$ cat src/rtl/display_code_sequencer.sv
// display_code_sequencer: generates the 4-bit code for the display decoder.
//   The code steps up or down on a push-button press (manual mode) or on a
//   prescaled timer tick (auto mode). It supports synchronous load and wraps
//   between MAX_CODE and 0.
//   Optional feature macro: DISPLAY_SEQ_DEBOUNCE_EN adds a debounce filter on
//   the synchronized button.
//   Ports:
//     clk, rst_n   - rising-edge clock, asynchronous active-low reset
//     enable       - 1 allows advancing, 0 holds the code
//     auto_mode    - 1 steps on the timer, 0 steps on the button
//     up_down      - 1 counts up, 0 counts down
//     step_btn     - raw asynchronous push-button, active high
//     load         - synchronous load strobe
//     load_value   - value to load, saturated to MAX_CODE
//     input_code   - code to the decoder
//     code_strobe  - one-cycle pulse with every code update
//     wrap         - one-cycle pulse with an update that wrapped
module display_code_sequencer #(
   parameter int MAX_CODE        = 15,
   parameter int PRESCALE        = 1000,
   parameter int DEBOUNCE_CYCLES = 16
) (
   input  logic       clk,
   input  logic       rst_n,
   input  logic       enable,
   input  logic       auto_mode,
   input  logic       up_down,
   input  logic       step_btn,
   input  logic       load,
   input  logic [3:0] load_value,
   output logic [3:0] input_code,
   output logic       code_strobe,
   output logic       wrap
);
   localparam int             PW       = (PRESCALE > 2) ? $clog2(PRESCALE) : 1;
   localparam logic [3:0]     MAX      = 4'(MAX_CODE);
   localparam logic [PW-1:0]  PRE_LAST = PW'(PRESCALE - 1);

   logic          r_s1;
   logic          r_s2;
   logic          r_hist;
   logic [PW-1:0] r_pre;
   logic          w_lvl;
   logic          w_pulse;
   logic          w_tick;
   logic          w_adv;
   logic          w_end;
   logic [3:0]    w_next;
   logic [3:0]    w_load;

   always_ff @(posedge clk or negedge rst_n) begin
      if (!rst_n) begin
         r_s1 <= 1'b0;
         r_s2 <= 1'b0;
      end else begin
         r_s1 <= step_btn;
         r_s2 <= r_s1;
      end
   end

`ifdef DISPLAY_SEQ_DEBOUNCE_EN
   localparam int            DW      = (DEBOUNCE_CYCLES > 2) ? $clog2(DEBOUNCE_CYCLES) : 1;
   localparam logic [DW-1:0] DB_LAST = DW'(DEBOUNCE_CYCLES - 1);

   logic          r_db;
   logic [DW-1:0] r_db_cnt;

   // db follows s2 only after s2 has differed from it for DEBOUNCE_CYCLES cycles
   always_ff @(posedge clk or negedge rst_n) begin
      if (!rst_n) begin
         r_db     <= 1'b0;
         r_db_cnt <= '0;
      end else if (r_s2 == r_db) begin
         r_db_cnt <= '0;
      end else if (r_db_cnt == DB_LAST) begin
         r_db     <= r_s2;
         r_db_cnt <= '0;
      end else begin
         r_db_cnt <= r_db_cnt + 1'b1;
      end
   end

   assign w_lvl = r_db;
`else
   assign w_lvl = r_s2;
`endif

   always_ff @(posedge clk or negedge rst_n) begin
      if (!rst_n) r_hist <= 1'b0;
      else        r_hist <= w_lvl;
   end

   assign w_pulse = w_lvl & ~r_hist;

   // prescaler runs only in auto mode, freezes while disabled
   always_ff @(posedge clk or negedge rst_n) begin
      if (!rst_n)          r_pre <= '0;
      else if (!auto_mode) r_pre <= '0;
      else if (enable)     r_pre <= w_tick ? '0 : r_pre + 1'b1;
   end

   assign w_tick = auto_mode & (r_pre == PRE_LAST);
   assign w_adv  = enable & (auto_mode ? w_tick : w_pulse);
   assign w_end  = up_down ? (input_code == MAX) : (input_code == 4'd0);
   assign w_next = up_down ? (w_end ? 4'd0 : input_code + 4'd1)
                           : (w_end ? MAX  : input_code - 4'd1);
   assign w_load = (load_value > MAX) ? MAX : load_value;

   always_ff @(posedge clk or negedge rst_n) begin
      if (!rst_n) begin
         input_code  <= 4'd0;
         code_strobe <= 1'b0;
         wrap        <= 1'b0;
      end else begin
         code_strobe <= load | w_adv;
         wrap        <= ~load & w_adv & w_end;
         if (load)       input_code <= w_load;
         else if (w_adv) input_code <= w_next;
      end
   end
endmodule

$ cat config.mk
export PLATFORM = sky130hd
export DESIGN_NAME = display_code_sequencer
export DESIGN_NICKNAME = d
export VERILOG_FILES = /design/src/rtl/display_code_sequencer.sv
export SDC_FILE = /design/constraint.sdc
export NUM_CORES = 1
export LEC_CHECK = 0
export CORE_AREA = 2 2 57 59
export CTS_BUF_LIST = sky130_fd_sc_hd__clkbuf_4 sky130_fd_sc_hd__clkbuf_8
export DETAILED_ROUTE_END_ITERATION = 8
export DIE_AREA = 0 0 59 61
export PLACE_DENSITY = 0.67
export SLEW_MARGIN = 25
export SYNTH_ARGS = -nofsm -noshare
export SYNTH_HDL_FRONTEND = slang
export SYNTH_SLANG_ARGS = --single-unit
$ cat constraint.sdc
create_clock -name clk -period 1.8 [get_ports clk]
set_input_delay 0.18 -clock clk [delete_from_list [all_inputs] [get_ports clk]]
set_output_delay 0.18 -clock clk [all_outputs]
set_load 0.03 [all_outputs]
* Yosys cells after proc, flatten, opt, wreduce, memory -nomap -nowiden
Cells that the tools add are included.
Word-level totals: bits in registers 19, latch bits 0, memory bits (writable) 0, memory bits (read-only) 0, word-level logic and storage cells 35, memories 0
Cells by class: add/sub/neg operators 3, multipliers 0, div/mod/pow operators 0, magnitude comparators 1, eq/ne operators 3, shift operators 0, mux-type cells 11, bitwise operators 8, reduce and logical (&&, ||, !) cells 2
Operator list (number):
- 10-bit two-way mux | 3
- 4-bit two-way mux | 6
- 10-bit by 1-bit adder with 10-bit output (second input constant) | 1
- 10-bit equality test (second input constant) | 1
- 1-bit bitwise AND | 5
- 4-bit by 1-bit adder with 4-bit output (second input constant) | 1
- 4-bit equality test (second input constant) | 1
- 4-bit > comparator (second input constant) | 1
- 4-bit logical NOT | 1
- 4-bit by 1-bit subtractor with 4-bit output (second input constant) | 1
- 1-bit two-way mux | 2
- 2-bit inequality test (second input constant) | 1
- 1-bit NOT | 2
- 2-bit nonzero test | 1
- 1-bit OR | 1

* Longest topological paths before layout
word-level depth 6, depth in mapped cells 6, gate-level depth less buffers 6

* Worst setup path after synthesis
OpenSTA, ideal clock, no wires.
path type register to register, from reg input_code[0], to reg input_code[3], arrival 1503 ps, data required time 1676 ps, setup slack 173 ps, cell stages (with the launch flop) 7, period minus slack after synthesis 1627 ps, cell sequence dfrtp_1 > inv_1 > ha_1 > o21bai_1 > a21oi_1 > o31ai_1 > o31a_1
Between the ends: cells in the longest elaborated chain, start to end 6
RTL lines:
- start, declared | RTL line 31 | output logic [3:0] input_code,
- start signal, assigned | RTL line 117 | if (load) input_code <= w_load;
- start signal, assigned | RTL line 118 | else if (w_adv) input_code <= w_next;
- branches (longest 3 deep; another with 4-bit by 1-bit subtractor with 4-bit output)
- 4-bit two-way mux * | RTL line 105 | assign w_next = up_down ? (w_end ? 4'd0 : input_code + 4'd1)
- 4-bit two-way mux * | RTL line 118
- 4-bit two-way mux * | RTL line 117
Mark *: on every way between the ends. The select of a mux whose other input is x is not followed. A chain may end at the register's enable or synchronous reset.

* Final worst setup path
from reg input_code[2], to out input_code[2]
No word-level cell between the ends.

==> results by group <==
Status
  – Status: finished clean

CTS
  – Clock transition at path regs: 0.11 ns
  – Post-CTS setup repair buffer count: 0
  – Clock sinks: 19
  – Post-CTS sizing: 0
  – Root buffer cell: clkbuf_4
  – Clk Latency, worst-skew pair: 0.31 ns
  – Max Buffers Root-to-Sink: 2
  – CTS hold repair buffers: 0
  – H-Tree Depth: 1
  – TritonCTS buffer count: 3
  – CTS tree: built

Floorplanning
  – Ports: 17
  – Floorplan core area: 2953 um2
  – Die Area: 3599 um2
  – Initial Utilization: 0.3852
  – Die Span Y: 61 um
  – Site row count: 20
  – Die width: 59 um

Placement
  – Final GP Congestion: 0.8010
  – Post-DP HPWL: 1730 um
  – Dpl cell area: 1374 um2
  – Placed cells: 174
  – Buffers on Ports: 16

Cells and area
  – N_diodes: 0
  – Share of layout cells above drive strength 1: 0.1172
  – Non-filler cells, final: 178
  – # fillers: 295
  – Layout net count: 160
  – Non-Filler Cell Area, Final: 1401 um2
  – Area delta synth->final: 23.21%
  – Most frequent cells in the layout: dfrtp_1, clkdlybuf4s50_1, nand2_1
  – Storage element area: 475.5 um2
  – Commonest non-fill, non-tap cell in the layout: dfrtp_1
  – Area of the multi-input gates: 621.8 um2

Routing
  – Vias per std cell: 5.640
  – Via count: 1004
  – DRC viols: 0
  – WL/cell: 13.00 um
  – Detailed Route Iter0 Violations: 59
  – Drt pass-1 iters: 4
  – Final ANT Viol Nets: 0
  – Final wirelength: 2314 um

Min path
  – Hold Crit Class: in2async

Pwr
  – Leakage power total: 0.5994 nW
  – Switching share of power: 0.2954
  – Reg power frac: 0.532
  – Clock share of power: 0.249
  – Power Internal: 0.0006222 W
  – P_sw: 0.0002608 W
  – Peak VDD IR: 391.9 uV
  – Combinational power share: 0.219
  – Power per Cell Area: 630.1 nW/um2

Logic synthesis
  – Post-synthesis sequential element count: 19
  – Leading area contributor after synthesis: dfrtp_1
  – Sequential element share of the synthesized area: 0.4180
  – Mapped Nets: 136
  – Area contributors post-synth: dfrtp_1, xnor2_1, nand2_1
  – Cells after Synth: 122
  – Netlist cell types: 42
  – Mapped Area: 1137 um2
  – Syn_area_per_cell: 9.322 um2
  – Synth Warn #: 0
  – Top cell type's share of synthesized area: 0.4180

Job
  – Max Cap Viol: 0

Critical path
  – Top cell family by delay on the critical path: buffers and inverters
  – Worst setup EP type: output pin
  – Crit-path max cell delay: 0.73 ns
  – Worst-path cell chain: clkdlybuf4s50_1
  – Worst path slowest cell: clkdlybuf4s50_1
  – Crit path kind: reg2out
  – Worst Path Buf+Inv: 1
  – Crit path max fanout: 11
  – Nature of the critical path startpoint: flop
  – Worst Path Required: 1.62 ns
  – Crit path arrival time: 1.56 ns

STA
  – Slew @ Worst Pin: 0.4051 ns
  – Final min period: 1.738 ns
  – RSZ-0062 raised after global routing: no
  – Setup TNS Final: 0 ns
  – Final setup fails: 0
  – Fmax: 0.5755 GHz
  – Slew HR: 0.7278
  – Final Skew: 0.01058 ns
  – Tcrit/Tclk final: 0.9654
  – Final Max Tran Viols: 0
  – Hold Violations, Final: 0

Global route
  – Largest net degree at the start of global routing: 20
  – Initial antenna violation count: 0
  – First-pass GRT wire length: 3808 um
  – Vias in the first global route: 882
  – GRT Resource Usage Total: 0.1417
  – Congestion Overflow GR: 0
[flip-flops by register name (all words and copies together) (netlist names)]
register / count
r_s2: 1
r_pre: 10
r_s1: 1
wrap: 1
r_hist: 1
code_strobe: 1
input_code: 4
[worst paths after layout]
| kind | cells after the start | endpoint | slack [ns] | from |
|---|---|---|---|---|
| worst max register to register | 5 | input_code[3] | 0.11 | r_pre[0] |
| worst min register to register | 0 | r_s2 | 0.36 | r_s1 |
| worst min-delay path | 2 | r_pre[8] | 0.18 | rst_n |
| worst max-delay path | 1 | input_code[2] | 0.06 | input_code[2] |
| max in group asynchronous | 2 | wrap | 1.41 | rst_n |
| min in group clk | 1 | r_s1 | 0.31 | step_btn |
[worst reg2reg max path, delay by kind of cell, from the launching register on]
kind / cells / cell delay (ns)
DFF: 1 / 0.40
adders and majority gates: 1 / 0.21
and+or+nand+nor: 2 / 0.67
AOI/OAI and AO/OA: 2 / 0.36
[cells in the mapped netlist]
cell type	n
a21boi_0	2
a21oi_1	7
a31oi_1	1
a32oi_1	1
and2_1	2
and3_1	3
and4_2	1
buf_2	2
clkbuf_1	2
dfrtp_1	19
ha_1	3
inv_1	6
mux2_2	1
nand2_1	11
nand2b_1	3
nand3_1	2
nand3b_1	1
nand4_1	1
nand4_2	1
nand4b_1	2
nand4b_4	1
nor2_1	10
nor2b_1	2
nor3_1	4
nor3b_1	1
nor4_1	3
nor4_2	1
nor4b_1	1
nor4bb_1	1
o211ai_1	3
o21ai_0	5
o21ai_1	1
o21bai_1	1
o221ai_1	1
o311ai_0	1
o31a_1	1
o31ai_1	2
or3_1	2
or3b_1	1
or4_1	2
or4_4	1
xnor2_1	6
[area by class of cell]
type | count | share of cell area
Sequential cell | 19 | 0.3393
Inverter | 6 | 0.01607
Timing Repair Buffer | 23 | 0.1518
Clock buffer | 3 | 0.01607
Tap cell | 33 | 0.02946
Clock inverter | 1 | 0.003571
Multi-Input combinational cell | 93 | 0.4438
[metal layers]
metal / wire [um] / up-vias / share of wire / GRT usage
met2: 1045 / 38 / 0.45 / 0.2127
met4: 53 / 0 / 0.023 / 0.06818
met5: 0 / - / 0 / 0
li1: - / 498 / - / -
met3: 123 / 9 / 0.053 / 0.03198
met1: 1092 / 459 / 0.47 / 0.1939
[cell families (layout without fill, tap and decap cells)]
kind of cell / count (synthesis) / count (layout) / synth area share
xor+xnor: 6 / 6 / 0.04620
compound gates: 26 / 26 / 0.1463
flops: 19 / 19 / 0.4180
simple gates: 57 / 57 / 0.3113
buf+inv: 10 / 33 / 0.03520
mux: 1 / 1 / 0.009900
fa+ha+maj: 3 / 3 / 0.03301
[power by group through the flow]
stage,logic (W),clock network (W),registers [W]
2_1_floorplan,0.0000944,0,0.000491
3_3_place_gp,0.000190,0,0.000477
3_5_place_dp,0.000194,0,0.000478
4_1_cts,0.000196,0.000232,0.000469
5_1_grt,0.000214,0.000252,0.000473
6_report,0.000194,0.000220,0.000469
[through the flow]
step / setup WS (ns) / hold WS [ns] / total power (W) / util
after global routing: 0.001299 / 0.1998 / 0.0009388 / 0.4746
after floorplan: 0.1731 / -0.1156 / 0.0005859 / -
after detailed placement: 0.004635 / 0.3379 / 0.0006719 / 0.4653
after CTS: 0.04720 / 0.1859 / 0.0008972 / 0.4746
final: 0.06225 / 0.1797 / 0.0008830 / 0.4746
after global placement: 0.05019 / 0.3316 / 0.0006672 / 0.4653
(Power assumes the default switching activity.)
